`src/rtl/lcd_cmd_pkg.sv`:
```
// Shared types and constants for the character-LCD command engine.
// Latency: n/a (declarations only).
// Backpressure: n/a.
package lcd_cmd_pkg;

    typedef enum logic [2:0] {
        ST_PWRUP    = 3'd0,
        ST_INIT_CMD = 3'd1,
        ST_SETUP    = 3'd2,
        ST_PULSE    = 3'd3,
        ST_HOLD     = 3'd4,
        ST_WAIT     = 3'd5,
        ST_IDLE     = 3'd6
    } state_t;

    // HD44780 power-up sequence: 8-bit/2-line, display on, clear, entry mode.
    localparam logic [7:0] INIT_FUNC_SET = 8'h38;
    localparam logic [7:0] INIT_DISP_ON  = 8'h0C;
    localparam logic [7:0] INIT_CLEAR    = 8'h01;
    localparam logic [7:0] INIT_ENTRY    = 8'h06;
    localparam logic [1:0] INIT_LAST     = 2'd3;

    // Status word bit positions.
    localparam int STAT_BUSY    = 0;
    localparam int STAT_INIT    = 1;
    localparam int STAT_OVF     = 2;
    localparam int STAT_CNT_LSB = 4;

    function automatic logic [7:0] init_cmd(input logic [1:0] idx);
        case (idx)
            2'd0:    return INIT_FUNC_SET;
            2'd1:    return INIT_DISP_ON;
            2'd2:    return INIT_CLEAR;
            default: return INIT_ENTRY;
        endcase
    endfunction

    // Clear display (0x01) and return home (0x02/0x03) need the long wait.
    function automatic logic is_clear_home(input logic rs, input logic [7:0] data);
        return !rs && (data == 8'h01 || data == 8'h02 || data == 8'h03);
    endfunction

endpackage

```
`src/rtl/lcd_cmd_fifo.sv`:
```
// Synchronous command FIFO with occupancy count; flushed by reset.
// Latency: push visible in count/empty one cycle later; head read combinationally.
// Backpressure: push ignored when full, pop ignored when empty; no same-cycle bypass.
module lcd_cmd_fifo #(
    parameter int DEPTH = 4,
    parameter int WIDTH = 9
) (
    input  logic                     clk,
    input  logic                     rst_n,
    input  logic                     push,
    input  logic [WIDTH-1:0]         push_data,
    input  logic                     pop,
    output logic [WIDTH-1:0]         head,
    output logic                     full,
    output logic                     empty,
    output logic [$clog2(DEPTH):0]   count
);

    localparam int AW = $clog2(DEPTH);
    localparam int CW = AW + 1;

    logic [WIDTH-1:0] mem [DEPTH];
    logic [AW-1:0]    wr_ptr;
    logic [AW-1:0]    rd_ptr;
    logic             do_push;
    logic             do_pop;

    assign full    = (count == CW'(DEPTH));
    assign empty   = (count == '0);
    assign do_push = push && !full;
    assign do_pop  = pop && !empty;
    assign head    = mem[rd_ptr];

    // Storage array; contents are don't-care until written, so no reset.
    always_ff @(posedge clk) begin
        if (do_push) begin
            mem[wr_ptr] <= push_data;
        end
    end

    // Pointers and occupancy; depth is a power of two so pointers wrap naturally.
    always_ff @(posedge clk or negedge rst_n) begin
        if (!rst_n) begin
            wr_ptr <= '0;
            rd_ptr <= '0;
            count  <= '0;
        end else begin
            if (do_push) begin
                wr_ptr <= wr_ptr + AW'(1);
            end
            if (do_pop) begin
                rd_ptr <= rd_ptr + AW'(1);
            end
            case ({do_push, do_pop})
                2'b10:   count <= count + CW'(1);
                2'b01:   count <= count - CW'(1);
                default: count <= count;
            endcase
        end
    end

endmodule

```
`src/rtl/lcd_cmd_ctrl.sv`:
```
// HD44780 command engine: buffers LSU writes, runs power-up init, drives EN/RS/data timing.
// Latency: push->pop 1 cycle; EN rises 1+T_SETUP cycles after pop, command occupies 1+T_SETUP+T_PULSE+T_HOLD+wait.
// Backpressure: o_wr_ready low when FIFO full; writes while full are dropped and set sticky overflow.
module lcd_cmd_ctrl
    import lcd_cmd_pkg::*;
#(
    parameter int FIFO_DEPTH = 4,
    parameter int T_PWRUP    = 750000,
    parameter int T_SETUP    = 2,
    parameter int T_PULSE    = 12,
    parameter int T_HOLD     = 2,
    parameter int T_EXEC     = 2000,
    parameter int T_CLEAR    = 82000
) (
    input  logic        i_clk,
    input  logic        i_reset_n,
    input  logic        i_wr_valid,
    input  logic [8:0]  i_wr_data,
    input  logic        i_ovf_clr,
    output logic        o_wr_ready,
    output logic [31:0] o_status,
    output logic [7:0]  o_lcd_data,
    output logic        o_lcd_rs,
    output logic        o_lcd_rw,
    output logic        o_lcd_en,
    output logic        o_lcd_on
);

    localparam int M0    = (T_PWRUP > T_CLEAR) ? T_PWRUP : T_CLEAR;
    localparam int M1    = (T_EXEC > T_PULSE) ? T_EXEC : T_PULSE;
    localparam int M2    = (T_SETUP > T_HOLD) ? T_SETUP : T_HOLD;
    localparam int M3    = (M1 > M2) ? M1 : M2;
    localparam int T_MAX = (M0 > M3) ? M0 : M3;
    localparam int CNT_W = $clog2(T_MAX + 1);
    localparam int FCW   = $clog2(FIFO_DEPTH) + 1;

    state_t           state;
    state_t           state_nxt;
    logic [CNT_W-1:0] cnt;
    logic [CNT_W-1:0] cnt_nxt;
    logic             cnt_done;
    logic [1:0]       init_idx;
    logic [1:0]       init_idx_nxt;
    logic             init_done;
    logic             init_done_nxt;
    logic [7:0]       data_nxt;
    logic             rs_nxt;
    logic             en_nxt;
    logic             overflow;
    logic             busy;

    logic             fifo_pop;
    logic [8:0]       fifo_head;
    logic             fifo_full;
    logic             fifo_empty;
    logic [FCW-1:0]   fifo_count;

    lcd_cmd_fifo #(
        .DEPTH (FIFO_DEPTH),
        .WIDTH (9)
    ) u_fifo (
        .clk       (i_clk),
        .rst_n     (i_reset_n),
        .push      (i_wr_valid),
        .push_data (i_wr_data),
        .pop       (fifo_pop),
        .head      (fifo_head),
        .full      (fifo_full),
        .empty     (fifo_empty),
        .count     (fifo_count)
    );

    assign cnt_done   = (cnt == '0);
    assign o_wr_ready = !fifo_full;
    assign o_lcd_rw   = 1'b0;
    assign busy       = !init_done || !fifo_empty || (state != ST_IDLE);

    // Status word seen by LSU loads from the LCD address.
    always_comb begin
        o_status                                = '0;
        o_status[STAT_BUSY]                     = busy;
        o_status[STAT_INIT]                     = init_done;
        o_status[STAT_OVF]                      = overflow;
        o_status[STAT_CNT_LSB +: 4]             = 4'(fifo_count);
    end

    // Next-state, counter reload and output-register next values.
    always_comb begin
        state_nxt     = state;
        cnt_nxt       = cnt_done ? cnt : cnt - CNT_W'(1);
        init_idx_nxt  = init_idx;
        init_done_nxt = init_done;
        data_nxt      = o_lcd_data;
        rs_nxt        = o_lcd_rs;
        en_nxt        = 1'b0;
        fifo_pop      = 1'b0;
        case (state)
            ST_PWRUP: begin
                if (cnt_done) begin
                    state_nxt = ST_INIT_CMD;
                    cnt_nxt   = '0;
                end
            end
            ST_INIT_CMD: begin
                state_nxt = ST_SETUP;
                data_nxt  = init_cmd(init_idx);
                rs_nxt    = 1'b0;
                cnt_nxt   = CNT_W'(T_SETUP - 1);
            end
            ST_SETUP: begin
                if (cnt_done) begin
                    state_nxt = ST_PULSE;
                    en_nxt    = 1'b1;
                    cnt_nxt   = CNT_W'(T_PULSE - 1);
                end
            end
            ST_PULSE: begin
                en_nxt = 1'b1;
                if (cnt_done) begin
                    state_nxt = ST_HOLD;
                    en_nxt    = 1'b0;
                    cnt_nxt   = CNT_W'(T_HOLD - 1);
                end
            end
            ST_HOLD: begin
                if (cnt_done) begin
                    state_nxt = ST_WAIT;
                    cnt_nxt   = is_clear_home(o_lcd_rs, o_lcd_data) ?
                                CNT_W'(T_CLEAR - 1) : CNT_W'(T_EXEC - 1);
                end
            end
            ST_WAIT: begin
                if (cnt_done) begin
                    cnt_nxt = '0;
                    if (init_done) begin
                        state_nxt = ST_IDLE;
                    end else if (init_idx == INIT_LAST) begin
                        init_done_nxt = 1'b1;
                        state_nxt     = ST_IDLE;
                    end else begin
                        init_idx_nxt = init_idx + 2'd1;
                        state_nxt    = ST_INIT_CMD;
                    end
                end
            end
            ST_IDLE: begin
                if (!fifo_empty) begin
                    fifo_pop  = 1'b1;
                    data_nxt  = fifo_head[7:0];
                    rs_nxt    = fifo_head[8];
                    state_nxt = ST_SETUP;
                    // The pop cycle is folded into SETUP, so it runs one extra cycle.
                    cnt_nxt   = CNT_W'(T_SETUP);
                end
            end
            default: begin
                state_nxt = ST_PWRUP;
                cnt_nxt   = CNT_W'(T_PWRUP - 1);
            end
        endcase
    end

    // FSM state, timing counter and init progress.
    always_ff @(posedge i_clk or negedge i_reset_n) begin
        if (!i_reset_n) begin
            state     <= ST_PWRUP;
            cnt       <= CNT_W'(T_PWRUP - 1);
            init_idx  <= '0;
            init_done <= 1'b0;
        end else begin
            state     <= state_nxt;
            cnt       <= cnt_nxt;
            init_idx  <= init_idx_nxt;
            init_done <= init_done_nxt;
        end
    end

    // Registered LCD pins; EN drops immediately on reset assertion.
    always_ff @(posedge i_clk or negedge i_reset_n) begin
        if (!i_reset_n) begin
            o_lcd_data <= '0;
            o_lcd_rs   <= 1'b0;
            o_lcd_en   <= 1'b0;
            o_lcd_on   <= 1'b0;
        end else begin
            o_lcd_data <= data_nxt;
            o_lcd_rs   <= rs_nxt;
            o_lcd_en   <= en_nxt;
            o_lcd_on   <= 1'b1;
        end
    end

    // Sticky overflow: a dropped write wins over a same-cycle clear.
    always_ff @(posedge i_clk or negedge i_reset_n) begin
        if (!i_reset_n) begin
            overflow <= 1'b0;
        end else if (i_wr_valid && fifo_full) begin
            overflow <= 1'b1;
        end else if (i_ovf_clr) begin
            overflow <= 1'b0;
        end
    end

endmodule

```
`config.mk`:
```
export PLATFORM = sky130hd
export DESIGN_NAME = lcd_cmd_ctrl
export DESIGN_NICKNAME = d
export VERILOG_FILES = /design/src/rtl/lcd_cmd_pkg.sv /design/src/rtl/lcd_cmd_fifo.sv /design/src/rtl/lcd_cmd_ctrl.sv
export SDC_FILE = /design/constraint.sdc
export NUM_CORES = 1
export LEC_CHECK = 0
export ABC_CLOCK_PERIOD_IN_PS = 4500
export CAP_MARGIN = 20
export CORE_MARGIN = 2
export CORE_UTILIZATION = 40
export CTS_CLUSTER_SIZE = 25
export DETAILED_ROUTE_END_ITERATION = 10
export GPL_ROUTABILITY_DRIVEN = 0
export SYNTH_ARGS = -nofsm -noshare
export SYNTH_HDL_FRONTEND = slang
export SYNTH_SLANG_ARGS = --single-unit
```
`constraint.sdc`:
```
create_clock -name i_clk -period 4.5 [get_ports i_clk]
set_clock_uncertainty 0.1 [all_clocks]
set_input_delay 0.9 -clock i_clk [delete_from_list [all_inputs] [get_ports i_clk]]
set_output_delay 0.9 -clock i_clk [all_outputs]
set_load 0.01 [all_outputs]
```
* Word-level counts from Yosys, hierarchy flattened
Memory sizes are Yosys's and may differ from the RTL's.
Index checks and enable logic that the tools add are counted.
W data, S select, Z words.
** Word-level totals
- ROM bits :: 0
- Bits of input ports :: 13
- Logic and storage cells :: 101
- Register bits :: 45
- Bits in latches :: 0
- Memories kept :: 1
- Output and inout port bits :: 45
- RAM bits :: 36
** Operators by class
- Mux-type cells :: 34
- $mul :: 0
- Eq/ne operators :: 22
- Reduce and logical (&&, ||, !) cells :: 24
- Bitwise operators :: 2
- $lt $le $gt $ge :: 0
- Div/mod/pow operators :: 0
- Shift operators :: 0
- Add/subtract/negate cells :: 6
** Memory list
- u_fifo.mem :: depth 4, width 9, read ports 1, clocked after Yosys merged registers in 0, write ports 1, line lcd_cmd_fifo.sv:22 : logic [WIDTH-1:0] mem [DEPTH];
** Operators with widths (number)
- $mux W20 :: 6
- $pmux W20 S6 :: 1
- $mux W3 :: 8
- $pmux W3 S7 :: 1
- $logic_not A20 Y1 :: 1
- $sub A20 B1 Y20 const B :: 1
- $pmux W6 S3 :: 1
- $mux W17 :: 1
- $eq A8 B2 Y1 const B :: 2
- $pmux W8 S2 :: 1
- $eq A3 B3 Y1 const B :: 4
- $ne A2 B2 Y1 const B :: 6
- $mux W1 :: 11
- $eq A8 B1 Y1 const B :: 1
- $mux W8 :: 1
- $add A2 B1 Y2 const B :: 3
- $eq A2 B2 Y1 const B :: 3
- $eq A3 B2 Y1 const B :: 2
- $logic_not A3 Y1 :: 2
- $pmux W3 S2 :: 1
- $reduce_and A6 Y1 :: 1
- $reduce_bool A2 Y1 :: 3
- $eq A2 B1 Y1 const B :: 2
- $logic_and A1 B1 Y1 :: 4
- other kinds (12) :: 21

* Depth between registers and ports, before layout
Gate-level depths: netlist (run 1).
- Word-level depth :: 7
- Mapped depth :: 10
- Depth with buffers taken out :: 9

* Hierarchy
From an unflattened synthesis (run 1), not the netlist that was laid out.
** Second synthesis, totals
- Cell total of the unflattened synthesis :: 371
- Area total of the unflattened synthesis :: 4244.1 sq um
** Modules (own cells, without submodules)
- lcd_cmd_ctrl :: area an instance 2504.9 sq um, times used 1, cells an instance 287, sequential area each 967.2 sq um
- lcd_cmd_fifo :: area an instance 1739.2 sq um, times used 1, cells an instance 84, sequential area each 1256.2 sq um

* Least setup slack after synthesis (run 1)
No wires, ideal clock.
- Path type :: reg2reg
- Start point :: register cnt[11]
- End point :: register cnt[0]
- Buffers on the path :: 2
- Slack :: 1858 ps
- Period minus slack after synthesis :: 2642 ps
- Required time :: 4303 ps
- Setup time :: 97 ps
- Arrival :: 2445 ps
- Stages on the path, launching flop included :: 9
- Cell sequence :: dfrtp_1 or4_4 or3_1 buf_2 clkbuf_1 or3_1 ha_1 o31ai_1 o221ai_1
** On the way
- Word-level cells in the longest chain between the ends :: 4
- Elaborated cells on any way between the ends :: 8
- Classes of those cells :: mux (7); reduce/logical (1)
** Ends and longest elaborated chain
- start: declaration :: line lcd_cmd_ctrl.sv:39 : logic [CNT_W-1:0] cnt;
- start signal: assignment :: line lcd_cmd_ctrl.sv:167 : cnt <= CNT_W'(T_PWRUP - 1);
- start signal: assignment :: line lcd_cmd_ctrl.sv:172 : cnt <= cnt_nxt;
- $logic_not A20 Y1 (*) :: line lcd_cmd_ctrl.sv:73 : assign cnt_done = (cnt == '0);
- $mux W20 :: line lcd_cmd_ctrl.sv:90 : cnt_nxt = cnt_done ? cnt : cnt - CNT_W'(1);
- $mux W20, on equally long branches
- $pmux W20 S6 (*) :: line lcd_cmd_ctrl.sv:97 : case (state)
- net cnt_nxt[0] :: line lcd_cmd_ctrl.sv:40 : logic [CNT_W-1:0] cnt_nxt;
The timed path passes the listed nets; every way through them passes the cells marked *.
A chain may end at the register's enable or synchronous reset.

* Worst setup path after layout (run 1)
- Start point :: register state[1]
- End point :: output o_status[0]
** On the way
- Word-level cells in the longest chain between the ends :: 2
** Ends and longest elaborated chain
- start: declaration :: line lcd_cmd_ctrl.sv:37 : state_t state;
- start signal: assignment :: line lcd_cmd_ctrl.sv:171 : state <= state_nxt;
- $ne A3 B3 Y1 :: line lcd_cmd_ctrl.sv:76 : assign busy = !init_done || !fifo_empty || (state != ST_IDLE);
- $logic_or A1 B1 Y1 :: line lcd_cmd_ctrl.sv:76
- end: declaration :: line lcd_cmd_ctrl.sv:21 : output logic [31:0] o_status,
Every way passes these cells.

==> results by group, run 1 <==
Place
  – Cell Count Post-Placement: 523
  – Worst-case setup slack after placement: 1.42 ns
  – Input/output buffers: 30
  – Detailed Place HPWL: 6.05 mm

STA
  – Unrepaired setup endpoints after global routing: false
  – Setup TNS: 0 ns
  – Fmax: 298 MHz
  – Period minus WS final: 3.35 ns
  – Worst Hold Slack: 0.398 ns
  – Worst-Margin Slew: 0.954 ns
  – Final WS setup: 1.15 ns
  – Final period utilization: 0.745
  – Hold Fails Final Rpt: 0
  – Setup Viol. Count Final: 0
  – Worst slew margin: 0.364
  – Fin. max-slew vios: 0

Synth
  – Synth Register Bits: 81
  – Ys async rst share: 0.556
  – Avg Cell Area, Syn: 11.3 µm²
  – Sequential cell area fraction in the yosys report: 0.520
  – Post-synth EDFFs: 36
  – Most used DFF post-synth: edfxtp_1
  – Ys Warns: 0
  – Cells after Synth: 378
  – Syn Std Cell Area: 0.00428 mm²
  – Synth cell types: 64

Finish
  – Fraction of layout cells with a size suffix above 1: 0.121
  – Post-Layout Cell Count: 540
  – Fill cell count: 996
  – Final Net Count: 427
  – Antenna Cells: 0
  – Area grow syn2layout: 11.0%

Drt
  – Vias per Instance: 5.24
  – Total Wirelength: 8.60 mm
  – DRT antenna net count: 0
  – DRC viols: 0
  – Via count: 2830
  – Drt wl/cell: 15.9 µm
  – First DRT Iteration DRCs: 252
  – Pre-Repair DR Iteration Count: 4

GRT
  – Vias in the first global route: 2816
  – Initial antenna violation count: 0
  – Grt ovf: 0
  – Pin count of the biggest net entering global routing: 46
  – GRT Total Usage: 0.157
  – First-pass GRT wire length: 14.1 mm

CTS
  – Clock slew at reported path FFs: 0.09 ns
  – Number of buffers created by CTS: 9
  – Max Root-Sink Buffers: 2
  – CTS Sinks: 81
  – Root buf cell: clkbuf_8
  – Clock Latency Late Sink: 0.35 ns
  – H-Tree Depth: 3
  – Post-CTS sizing: 0
  – Post-CTS Hold Buffers: 0
  – Post-CTS Setup Inserts: 0
  – CTS tree: yes

Floorplan
  – Die height: 107 µm
  – Total die area: 0.0115 mm²
  – Initial Util: 0.413
  – I/O pin cnt: 58
  – CORE AREA: 0.0104 mm²
  – Die X: 107 µm
  – FP Rows: 37

Min path
  – Hold Path Class: in2async

Setup path
  – Data required, critical path: 3.50 ns
  – CP Capture Type: primary output
  – Arr. time, crit path: 2.35 ns
  – Crit path max fanout: 26
  – Setup CP Type: reg2out
  – Crit start category: flop

Power and ir drop
  – Power Density: 353 mW/mm²
  – Leak pwr: 1.83 nW
  – Maximum vdd drop: 0.186 mV

Job
  – Max Cap Violations: 0

Status
  – Status: finished clean
-- cells in the final DEF, fill, tap and decap left out, drive strengths merged, types with 11 or more instances in the layout --
cell type	count
dfstp	13
clkdlybuf4s50	29
inv	19
xnor2	11
nor3	13
conb	28
nand2	24
dfrtp	32
ha	14
o21ai	30
nor2	23
edfxtp	36
a21oi	13
-- worst max-delay path, stage by stage, from the launching register on --
cell             delay (ns)
dfrtp_1                0.82
and3b_1                0.55
nand3_1                0.14
clkdlybuf4s50_1        0.50
-- sequential cells by signal, indices dropped and copies added, names as in the netlist, 2 cells and up --
register       cells
u_fifo.mem        36
init_idx           2
u_fifo.count       3
state              3
o_lcd_data         8
u_fifo.wr_ptr      2
cnt               20
u_fifo.rd_ptr      2
-- worst paths after layout --
path / startpoint / endpoint / slack, ns / depth (start not counted)
min in group i_clk: o_lcd_data[1] / o_lcd_data[1] / 0.42 / 2
max in group asynchronous: i_reset_n / cnt[13] / 3.32 / 2
max: state[1] / o_status[0] / 1.15 / 3
min: i_reset_n / cnt[4] / 0.40 / 1
min reg2reg: o_lcd_data[1] / o_lcd_data[1] / 0.42 / 2
max reg2reg: cnt[11] / init_idx[1] / 1.41 / 5
-- cell type report --
| type | count | area, µm² | share of cell area |
|---|---|---|---|
| flip-flops and latches | 81 | 2220 | 0.468 |
| clock inverters | 7 | 58.8 | 0.0124 |
| repair buffers | 32 | 323 | 0.0680 |
| inverters | 14 | 52.6 | 0.0111 |
| clock buffers | 9 | 124 | 0.0261 |
| multi-input cells | 261 | 1800 | 0.379 |
| well taps | 136 | 170 | 0.0358 |
-- kinds of logic after synthesis --
logic type	count (synthesis)	share of synthesized area
AND/OR/NAND/NOR	102	0.121
multiplexers	16	0.0643
adder cells (fa/ha/maj)	15	0.0456
XOR/XNOR	20	0.0409
other	2	0.00176
AO/OA/AOI/OAI	80	0.124
buffers and inverters	62	0.0830
flip-flops	81	0.520
-- synth_stat cells (all sizes together) (2+ instances only) --
cell	n	area, µm²
nor4	8	50.1
nand3	6	30.0
or3	7	43.8
nor2	23	86.3
mux2	2	22.5
buf	34	250
ha	14	175
inv	14	52.6
nor3	13	65.1
and3	4	25.0
o22ai	2	12.5
conb	2	7.51
xor2	9	78.8
nor4b	2	17.5
xnor2	11	96.3
o2111ai	2	17.5
a21oi	13	65.1
o31ai	3	22.5
o211ai	4	30.0
o221ai	3	26.3
o21ai	30	150
clkbuf	14	52.6
nand2	24	90.1
mux4	9	203
dfstp	13	342
edfxtp	36	1080
mux2i	5	50.1
o211a	2	20.0
or2	3	18.8
nand2b	3	18.8
dfrtp	32	801
a22o	3	26.3
or4	2	18.8
-- routing by layer --
layer | vias up | track usage | part of all wire
li1 | 1364 | - | -
met1 | 1384 | 0.203 | 0.43
met2 | 73 | 0.264 | 0.51
met3 | 9 | 0.0400 | 0.045
met4 | 0 | 0.0412 | 0.012
met5 | - | 0 | 0
-- report_power, final --
part | internal [mW] | total, mW | switching (mW)
Combinational | 0.108 | 0.246 | 0.138
Clock | 0.211 | 0.505 | 0.294
Sequential | 0.873 | 0.924 | 0.0509
Total | 1.19 | 1.68 | 0.483
-- through the flow --
step / power (mW) / instance area (µm²) / util
3_5_place_dp: 1.19 / 4550 / 0.438
3_3_place_gp: 1.18 / 4550 / 0.438
6_report: 1.68 / 4750 / 0.458
4_1_cts: 1.70 / 4730 / 0.456
5_1_grt: 1.77 / 4750 / 0.458
2_1_floorplan: 1.09 / 4380 / -
(Power assumes the default switching activity.)
==> inputs of run 2 (changes only) <==
ABC_CLOCK_PERIOD_IN_PS = 3500   (was 4500)
clock period = 3.5 ns   (was 4.5 ns; I/O delays follow)
==> run 2 against run 1 <==
- worst setup slack got worse by 0.57 ns
- first-iteration DRC count decreased by 48%
- cell area increased by 1.7%
- critical path depth grew 2
- largest power group unchanged
- cell count grew 1.1%
- hold slack worse by 0.19 ns
- utilization grew 0.78 points
- critical endpoint is now init_idx[1]
==> results by group, run 2 (synthesized netlist as in run 1, its figures left out) <==
CTS
  – H-Tree Depth: 3
  – Post-CTS Hold Buffers: 0
  – Clock Latency Late Sink: 0.36 ns
  – Max Root-Sink Buffers: 2
  – Clock slew at reported path FFs: 0.10 ns
  – Root buf cell: clkbuf_8
  – Post-CTS sizing: 0
  – Number of buffers created by CTS: 9
  – CTS Sinks: 81
  – Post-CTS Setup Inserts: 0
  – CTS tree: yes

Floorplan
  – I/O pin cnt: 58
  – Die X: 107 µm
  – Initial Util: 0.413
  – Die height: 107 µm
  – CORE AREA: 0.0104 mm²
  – FP Rows: 37
  – Total die area: 0.0115 mm²

Drt
  – Drt wl/cell: 15.9 µm
  – Vias per Instance: 5.25
  – DRC viols: 0
  – First DRT Iteration DRCs: 131
  – Via count: 2867
  – Total Wirelength: 8.67 mm
  – DRT antenna net count: 0
  – Pre-Repair DR Iteration Count: 5

Setup path
  – Crit start category: flop
  – Setup CP Type: reg2reg
  – Crit path max fanout: 15
  – Data required, critical path: 3.66 ns
  – CP Capture Type: flop
  – Critical R2R Launch: cnt[11]
  – Arr. time, crit path: 3.08 ns
  – Critical path origin: cnt[11]

Finish
  – Antenna Cells: 0
  – Final Cell Area: 0.00483 mm²
  – Register Area: 0.00222 mm²
  – Area grow syn2layout: 12.9%
  – Regs by FF count: u_fifo.mem x36, cnt x20, o_lcd_data x8
  – Largest Register: u_fifo.mem
  – Final Net Count: 433
  – Commonest cells after routing, fill and taps aside: edfxtp_1, dfrtp_1, o21ai_0
  – Most common cell after layout, fill and taps aside: edfxtp_1
  – Area of the multi-input gates: 0.00180 mm²
  – Number of flip-flops under the largest register name: 36
  – Fill cell count: 987
  – Fraction of layout cells with a size suffix above 1: 0.134

Power and ir drop
  – Maximum vdd drop: 0.436 mV
  – Leak pwr: 1.87 nW
  – Int Pwr: 1.61 mW
  – Seq pwr share: 0.527
  – Clk pwr share: 0.333
  – Net Sw Frac: 0.284
  – P_sw: 0.638 mW
  – Power Density: 466 mW/mm²
  – Comb pwr share: 0.140

Place
  – Detailed Place HPWL: 6.07 mm
  – Input/output buffers: 30
  – Dpl cell area: 0.00459 mm²

GRT
  – GRT Total Usage: 0.164
  – Vias in the first global route: 2829
  – Pin count of the biggest net entering global routing: 46
  – Initial antenna violation count: 0
  – First-pass GRT wire length: 14.5 mm
  – Grt ovf: 0

STA
  – Fin. max-slew vios: 0
  – Unrepaired setup endpoints after global routing: false
  – Setup TNS: 0 ns
  – Hold Fails Final Rpt: 0
  – Period minus WS final: 2.92 ns
  – Fmax: 342 MHz
  – Worst slew margin: 0.555
  – Setup Viol. Count Final: 0
  – Worst-Margin Slew: 0.662 ns
  – Final period utilization: 0.835

Job
  – Max Cap Violations: 0

Min path
  – Hold Path Class: in2async

Status
  – Status: finished clean
## run 2: changes by cell type in the layout (fill, tap and decap cells not counted), sizes merged
cell | before | now
bufinv | 0 | 1
clkinv | 1 | 2
buf | 3 | 9
inv | 19 | 18
clkinvlp | 1 | 0
## run 2: through the flow
step | setup slack (ns) | std cells | power (mW) | hold slack, ns | util
after floorplan | 0.858 | 404 | 1.40 | 0.304 | -
after global placement | 0.664 | 529 | 1.52 | 0.399 | 0.443
after detailed placement | 0.571 | 529 | 1.53 | 0.411 | 0.443
after CTS | 0.575 | 545 | 2.28 | 0.432 | 0.464
after global routing | 0.410 | 546 | 2.37 | 0.219 | 0.466
final | 0.578 | 546 | 2.25 | 0.203 | 0.466
## run 2: worst max-delay path, stage by stage (launching register included)
cell and delay [ns]:
dfrtp_1 0.44, or4_4 0.57, or3_1 0.53, or2_1 0.45, nor3_1 0.36, mux2_2 0.37
## run 2: worst paths after layout
| check | endpoint | slack (ns) | depth (start not counted) |
|---|---|---|---|
| max | init_idx[1] | 0.58 | 5 |
| min | o_lcd_en | 0.20 | 1 |
| max reg2reg | init_idx[1] | 0.58 | 5 |
| min reg2reg | o_lcd_data[0] | 0.42 | 2 |
| max in group asynchronous | cnt[5] | 2.52 | 2 |
| min in group i_clk | o_lcd_data[0] | 0.42 | 2 |
## run 2: power by group through the flow
stage | Sequential, mW | Combinational [mW] | Clock, mW
after floorplan | 1.20 | 0.206 | 0
after global placement | 1.20 | 0.315 | 0
after detailed placement | 1.21 | 0.321 | 0
after CTS | 1.19 | 0.323 | 0.768
after global routing | 1.20 | 0.358 | 0.809
final | 1.19 | 0.315 | 0.750
## run 2: per-layer routing
layer,wire length [µm],global-route usage,up-vias
met4,111,0.0495,0
met3,376,0.0381,9
met2,4450,0.283,70
met1,3730,0.205,1406
li1,-,-,1382
met5,0,0,-
## run 2: area by class of cell
type                    count  share of cell area
multi-input cells         261               0.372
clock buffers               9              0.0256
inverters                  14              0.0109
repair buffers             38              0.0761
well taps                 136              0.0352
flip-flops and latches     81               0.460
clock inverters             7              0.0197
==> inputs of run 3 (changes only) <==
ABC_CLOCK_PERIOD_IN_PS = 2960   (was 3500)
clock period = 2.96 ns   (was 3.5 ns; I/O delays follow)
==> run 3 against run 2 <==
- die area unchanged
- critical endpoint is now cnt[12]
- critical path type unchanged
- power up 20%
- worst setup slack worse by 0.24 ns
- sequential power up 18%
- utilization up 0.49 points
- critical path depth up 1
- clock power up 24%
- global-route usage up 0.44 points
- count of clock-buffer cells in the layout unchanged
- sequential cell count unchanged
- cell area up 1.1%
==> results by group, run 3 (synthesized netlist as in run 1, its figures left out) <==
Floorplan
  – Initial Util: 0.413
  – Die X: 107 µm
  – Die height: 107 µm
  – CORE AREA: 0.0104 mm²
  – I/O pin cnt: 58
  – FP Rows: 37
  – Total die area: 0.0115 mm²

CTS
  – H-Tree Depth: 3
  – Max Root-Sink Buffers: 2
  – Clock slew at reported path FFs: 0.09 ns
  – Number of buffers created by CTS: 9
  – CTS Sinks: 81
  – Post-CTS Hold Buffers: 0
  – Clock Latency Late Sink: 0.37 ns
  – Post-CTS Setup Inserts: 0
  – Post-CTS sizing: 0
  – Root buf cell: clkbuf_8
  – CTS tree: yes

Finish
  – Fraction of layout cells with a size suffix above 1: 0.147
  – Most common cell after layout, fill and taps aside: edfxtp_1
  – Fin util: 0.471
  – Largest Register: u_fifo.mem
  – Area of the multi-input gates: 0.00180 mm²
  – Register Area: 0.00222 mm²
  – Regs by FF count: u_fifo.mem x36, cnt x20, o_lcd_data x8
  – Number of flip-flops under the largest register name: 36
  – Area grow syn2layout: 14.1%
  – Commonest cells after routing, fill and taps aside: edfxtp_1, dfrtp_1, o21ai_0
  – Fill cell count: 955
  – Final Net Count: 439
  – Antenna Cells: 0
  – Post-Layout Cell Count: 552

Setup path
  – CP Capture Type: flop
  – Arr. time, crit path: 2.81 ns
  – Reg2reg path depth: 6
  – Crit start category: flop
  – Data required, critical path: 3.14 ns
  – Crit path max fanout: 11
  – Setup CP Type: reg2reg
  – Critical R2R Launch: cnt[11]
  – Reg-to-reg setup timing slack: 0.34 ns
  – Worst reg2reg path endpoint: cnt[12]
  – Critical path origin: cnt[11]
  – Crit path capture: cnt[12]

STA
  – Final period utilization: 0.887
  – Setup Viol. Count Final: 0
  – Period minus WS final: 2.62 ns
  – Final WS setup: 0.335 ns
  – Worst slew margin: 0.569
  – Fmax: 381 MHz
  – Unrepaired setup endpoints after global routing: false
  – Setup TNS: 0 ns
  – Worst-Margin Slew: 0.647 ns
  – Hold Fails Final Rpt: 0
  – Worst Hold Slack: 0.0333 ns
  – Fin. max-slew vios: 0

Power and ir drop
  – Maximum vdd drop: 0.340 mV
  – Power Density: 554 mW/mm²
  – Leak pwr: 1.90 nW

Drt
  – Drt wl/cell: 16.1 µm
  – DRC viols: 0
  – Pre-Repair DR Iteration Count: 5
  – Via count: 2899
  – DRT antenna net count: 0
  – Vias per Instance: 5.25
  – First DRT Iteration DRCs: 190
  – Total Wirelength: 8.87 mm

GRT
  – First-pass GRT wire length: 14.9 mm
  – Pin count of the biggest net entering global routing: 44
  – Grt ovf: 0
  – GRT Total Usage: 0.169
  – Initial antenna violation count: 0
  – Vias in the first global route: 3005

Place
  – Input/output buffers: 30
  – Cell Count Post-Placement: 535
  – Detailed Place HPWL: 6.23 mm
  – Worst-case setup slack after placement: 0.382 ns

Min path
  – Hold Path Class: in2async

Job
  – Max Cap Violations: 0

Status
  – Status: finished clean
run 3: changes by cell type in the layout (fill, tap and decap cells not counted):
cell and delta:
buf_4 +6, bufinv_16 +1, clkinv_2 +1, clkinv_4 -1, clkinv_8 -1, clkinvlp_4 +1, inv_8 -1
run 3: per-layer routing:
| metal | wire length [µm] | track usage | vias to the layer above | part of all wire |
|---|---|---|---|---|
| met5 | 0 | 0 | - | 0 |
| met4 | 165 | 0.0559 | 0 | 0.019 |
| met3 | 430 | 0.0466 | 19 | 0.048 |
| met2 | 4470 | 0.292 | 76 | 0.50 |
| met1 | 3800 | 0.203 | 1417 | 0.43 |
| li1 | - | - | 1387 | - |
run 3: layout make-up:
type,count,share of cell area
Clock buffer,9,0.0254
Clock inverter,7,0.0208
Inverter,14,0.0108
Multi-Input combinational cell,261,0.368
Sequential cell,81,0.455
Tap cell,136,0.0349
Timing Repair Buffer,44,0.0846
run 3: stage by stage:
step                      cell area [µm²]  power [mW]
after floorplan                      4380        1.66
after global placement               4640        1.79
after detailed placement             4640        1.80
after CTS                            4860        2.74
after global routing                 4880        2.85
final                                4880        2.70
run 3: worst min-delay path by stage:
stage	slack, ns	cells after the start	end
after floorplan	0.20	0	cnt[10]
after global placement	0.40	2	o_lcd_data[0]
after detailed placement	0.41	2	o_lcd_data[0]
after CTS	0.32	1	cnt[4]
after global routing	0.05	1	cnt[4]
final	0.03	1	cnt[4]
run 3: worst max-delay path, cell delays in order (launching register included):
cell,delay (ns)
dfrtp_1,0.43
or4_4,0.57
or3_1,0.39
buf_4,0.20
a211oi_1,0.42
or2_2,0.30
o21ai_0,0.13
run 3: power breakdown:
part           internal [mW]  leakage, nW  switching, mW
combinational          0.164        0.933          0.206
sequential              1.33        0.860         0.0743
clock                  0.485        0.112          0.447
total                   1.98         1.90          0.728
==> variant 1 (settings of run 2) <==
Make the reset (`i_reset_n` and `rst_n`) synchronous in 4 clocked blocks.
--- a/src/rtl/lcd_cmd_fifo.sv
+++ b/src/rtl/lcd_cmd_fifo.sv
@@ -39,7 +39,7 @@
     end
 
     // Pointers and occupancy; depth is a power of two so pointers wrap naturally.
-    always_ff @(posedge clk or negedge rst_n) begin
+    always_ff @(posedge clk) begin
         if (!rst_n) begin
             wr_ptr <= '0;
             rd_ptr <= '0;
--- a/src/rtl/lcd_cmd_ctrl.sv
+++ b/src/rtl/lcd_cmd_ctrl.sv
@@ -161,7 +161,7 @@
     end
 
     // FSM state, timing counter and init progress.
-    always_ff @(posedge i_clk or negedge i_reset_n) begin
+    always_ff @(posedge i_clk) begin
         if (!i_reset_n) begin
             state     <= ST_PWRUP;
             cnt       <= CNT_W'(T_PWRUP - 1);
@@ -176,7 +176,7 @@
     end
 
     // Registered LCD pins; EN drops immediately on reset assertion.
-    always_ff @(posedge i_clk or negedge i_reset_n) begin
+    always_ff @(posedge i_clk) begin
         if (!i_reset_n) begin
             o_lcd_data <= '0;
             o_lcd_rs   <= 1'b0;
@@ -191,7 +191,7 @@
     end
 
     // Sticky overflow: a dropped write wins over a same-cycle clear.
-    always_ff @(posedge i_clk or negedge i_reset_n) begin
+    always_ff @(posedge i_clk) begin
         if (!i_reset_n) begin
             overflow <= 1'b0;
         end else if (i_wr_valid && fifo_full) begin
Check against the original RTL: differs if i_reset_n is asserted again (counterexample within 4 cycles, from zero or initial values and one cycle with i_reset_n low); with i_reset_n held inactive, the same outputs for 10 cycles.
==> variant 1 against run 2 <==
Worst setup slack worse by 0.16 ns; utilization is 0.10 points higher; wire length is 5.3% lower; sequential cell count is 2 higher; critical path depth is 1 lower; register-to-register slack better by 0.34 ns; synthesized area is 4.6% lower; design area is 5.1% lower.
Power is not compared: it rests on default switching activity, and its combinational part moved more than twofold at a synthesized area within 25%.
==> variant 1: results <==
group,metric,value,unit
clock_network,clock_sinks,83,
route,via_per_inst,5.14,
critical_path,reg2reg_slack,0.92,ns
synth,synth_cell_type_count,62,
global_route,grt_pass1_vias,2686,
critical_path,slowest_stage,"clkdlybuf4s50_1",
global_route,grt_pass1_wl,13.4,mm
layout,nFillCells,945,
status,status,"completed",
global_route,grt_usage,15.5,%
synth,yosysSeqAreaShare,49.6,%
layout,multi_input_cells,259,
route,wl_met2,4.00,mm
placed_design,placed_cell_area,4390,um^2
timing,layout_min_cycle_time,3.09,ns
synth,synth_fa_ha_area_share,4.17,%
layout,final-nonclk-buf-share,7.04,%
route,wl_per_cell,15.2,um
synth,yosys_most_used_dff,"dfxtp_1",
global_route,grt_use_met1,19.1,%
layout,signal_buffers,33,
global_route,grtUsageMet2,25.8,%
synth,netlist_top_cells_area,"edfxtp_1 26%, dfxtp_1 23%, buf_4 5.5%",
route,wl_met3,365,um
global_route,grt_start_max_net_pins,17,
synth,synthXorXnorAreaFrac,4.94,%
variant 1: cell types whose count changed after synthesis, moves of 3 or more:
cell,run 2,this run
dfxtp_1,0,47
nor2_1,23,33
xnor2_1,11,14
a22o_1,3,0
dfstp_2,13,0
a31oi_1,1,5
nor4_1,8,4
clkbuf_1,14,9
a22oi_1,1,4
dfrtp_1,32,0
o21ai_0,30,17
variant 1: path summary, 6_finish.rpt:
path / to / cells past startpoint
max: o_status[0] / 4
min: o_lcd_data[2] / 2
min reg2reg: o_lcd_data[2] / 2
max reg2reg: u_fifo.count[2] / 8
variant 1: worst min-delay path, stage by stage (launching register included):
cell and delay [ns]:
dfxtp_1 0.35, nand2_1 0.06, a21oi_1 0.05
variant 1: report_power, final:
| part | leakage (nW) | switching, mW | internal [mW] | total, mW |
|---|---|---|---|---|
| clock | 0.0962 | 0.385 | 0.292 | 0.677 |
| combinational | 0.796 | 0.0669 | 0.0455 | 0.112 |
| sequential | 0.711 | 0.0137 | 1.04 | 1.05 |
==> variant 2 (settings of run 2) <==
Made on the original files. The parameter `T_EXEC` goes from 2000 to 1000.
--- a/src/rtl/lcd_cmd_ctrl.sv
+++ b/src/rtl/lcd_cmd_ctrl.sv
@@ -9,7 +9,7 @@
     parameter int T_SETUP    = 2,
     parameter int T_PULSE    = 12,
     parameter int T_HOLD     = 2,
-    parameter int T_EXEC     = 2000,
+    parameter int T_EXEC     = 1000,
     parameter int T_CLEAR    = 82000
 ) (
     input  logic        i_clk,
Function: same outputs for any inputs over 10 cycles, from zero or initial values and one cycle with i_reset_n low; that may be too few to reach the edited logic, so the function may still have changed.
==> variant 2 against run 2 <==
Wire length shrank 9.5%; synthesized area shrank 2.1%; clock power shrank 4.9%; sequential share of layout area grew 1.3 points; fmax shrank 8.5%; worst hold slack lost 0.0054 ns; worst setup slack lost 0.27 ns; design area shrank 2.8%; sequential cell count is the same; total power shrank 2.4%.
==> variant 2: results <==
group,metric,value,unit
status,status,"completed",
placed_design,dp.final_hpwl,5.59,mm
synth,yosysSeqAreaShare,53.1,%
critical_path,slowest_stage,"and3b_1",
run,drv_cap,0,
layout,nFillCells,960,
route,drt_iter0_markers,78,
layout,final_nets,409,
power_and_ir_drop,power.leakage,1.83,nW
critical_path,path_max_fanout,14,
synth,ys.warnings.count,0,
clock_network,cts_buffers,9,
layout,reg.largest.list,"u_fifo.mem: 36 flops, cnt: 20 flops, o_lcd_data: 8 flops",
layout,drive_gt1_share,13.4,%
synth,netlist_top_cells_area,"edfxtp_1 26%, dfrtp_1 19%, dfstp_2 8.2%",
power_and_ir_drop,peakVddDrop,0.352,mV
timing,final_hold_viol_count,0,
synth,yosys_most_used_dff,"edfxtp_1",
global_route,grt_usage,15.0,%
clock_network,clockBufferDepth,2,
critical_path,critical_path.top_delay_family,"simple AND/OR/NAND/NOR gates",
synth,synth_common_cells,"36 x edfxtp_1, 32 x dfrtp_1, 30 x buf_4",
critical_path,slowest_delay,0.56,ns
timing,finalSetupViolations,0,
clock_network,cts_root_buf,"clkbuf_8",
timing,max_slew_margin,58.0,%
synth,synth-edff-count,36,
worst_hold_path,hold_path.class,"input port to asynchronous set/reset pin",
global_route,grt_pass1_wl,13.3,mm
placed_design,port_buffers,30,
clock_network,post_cts_buffers,0,
critical_path,r2r_cells,5,
global_route,grt_start_max_net_pins,46,
critical_path,cp_data_arrival_time,2.39,ns
global_route,grt_pass1_vias,2683,
route,wl_per_cell,15.0,um
route,via_per_inst,4.98,
clock_network,ctsResizeCount,0,
clock_network,clkLatencyLatePin,0.36,ns
route,firstDrtPassIters,4,
synth,synth_cell_type_count,56,
clock_network,h-tree-depth,3,
global_route,antenna_found_initial,0,
layout,n_antenna_cell,0,
clock_network,clk_pin_slew,0.09,ns
synth,ys_async_sr_fraction,55.6,%
variant 2: logic make-up (layout without fill, tap and decap cells):
family / count (synthesis) / after routing / synth area share, %
buffers and inverters: 54 / 61 / 8.09
adders and majority gates: 14 / 14 / 4.36
and+or+nand+nor: 112 / 112 / 14.8
DFF: 81 / 81 / 53.1
AOI/OAI and AO/OA: 56 / 56 / 8.84
muxes: 17 / 17 / 6.90
xor gates and xnor gates: 18 / 18 / 3.76
other: 2 / 28 / 0.179
variant 2: report_power, final:
group	internal (mW)	switching (mW)	leakage, nW
clock	0.341	0.373	0.102
sequential	1.12	0.0520	0.863
combinational	0.138	0.171	0.869
total	1.60	0.596	1.83
variant 2: per-stage QoR:
step / std cells / hold WS, ns / cell area, um^2 / setup slack (ns)
2_1_floorplan: 380 / 0.304 / 4290 / 1.09
3_3_place_gp: 506 / 0.399 / 4470 / 0.732
3_5_place_dp: 506 / 0.399 / 4470 / 0.675
4_1_cts: 522 / 0.419 / 4680 / 0.284
5_1_grt: 523 / 0.244 / 4700 / 0.168
6_report: 523 / 0.198 / 4700 / 0.305
variant 2: final timing paths:
check | from | endpoint | slack (ns)
max | state[0] | o_status[0] | 0.31
min | i_reset_n | cnt[6] | 0.20
max reg2reg | cnt[2] | init_idx[1] | 0.93
min reg2reg | o_lcd_data[0] | o_lcd_data[0] | 0.42
max in group asynchronous | i_reset_n | cnt[12] | 2.52
min in group i_clk | o_lcd_data[0] | o_lcd_data[0] | 0.42
variant 2: cell type report:
| type | instances | area share (%) |
|---|---|---|
| repair buffers | 33 | 7.03 |
| well taps | 136 | 3.62 |
| flip-flops and latches | 81 | 47.3 |
| clock buffers | 10 | 2.72 |
| inverters | 12 | 0.959 |
| multi-input cells | 245 | 36.7 |
| clock inverters | 6 | 1.57 |
variant 2: layer usage:
metal	GRT usage, %	routed length (um)	vias up
li1	-	-	1277
met3	3.31	282	8
met5	0	0	-
met4	4.42	68	0
met1	19.1	3550	1267
met2	25.7	3950	53
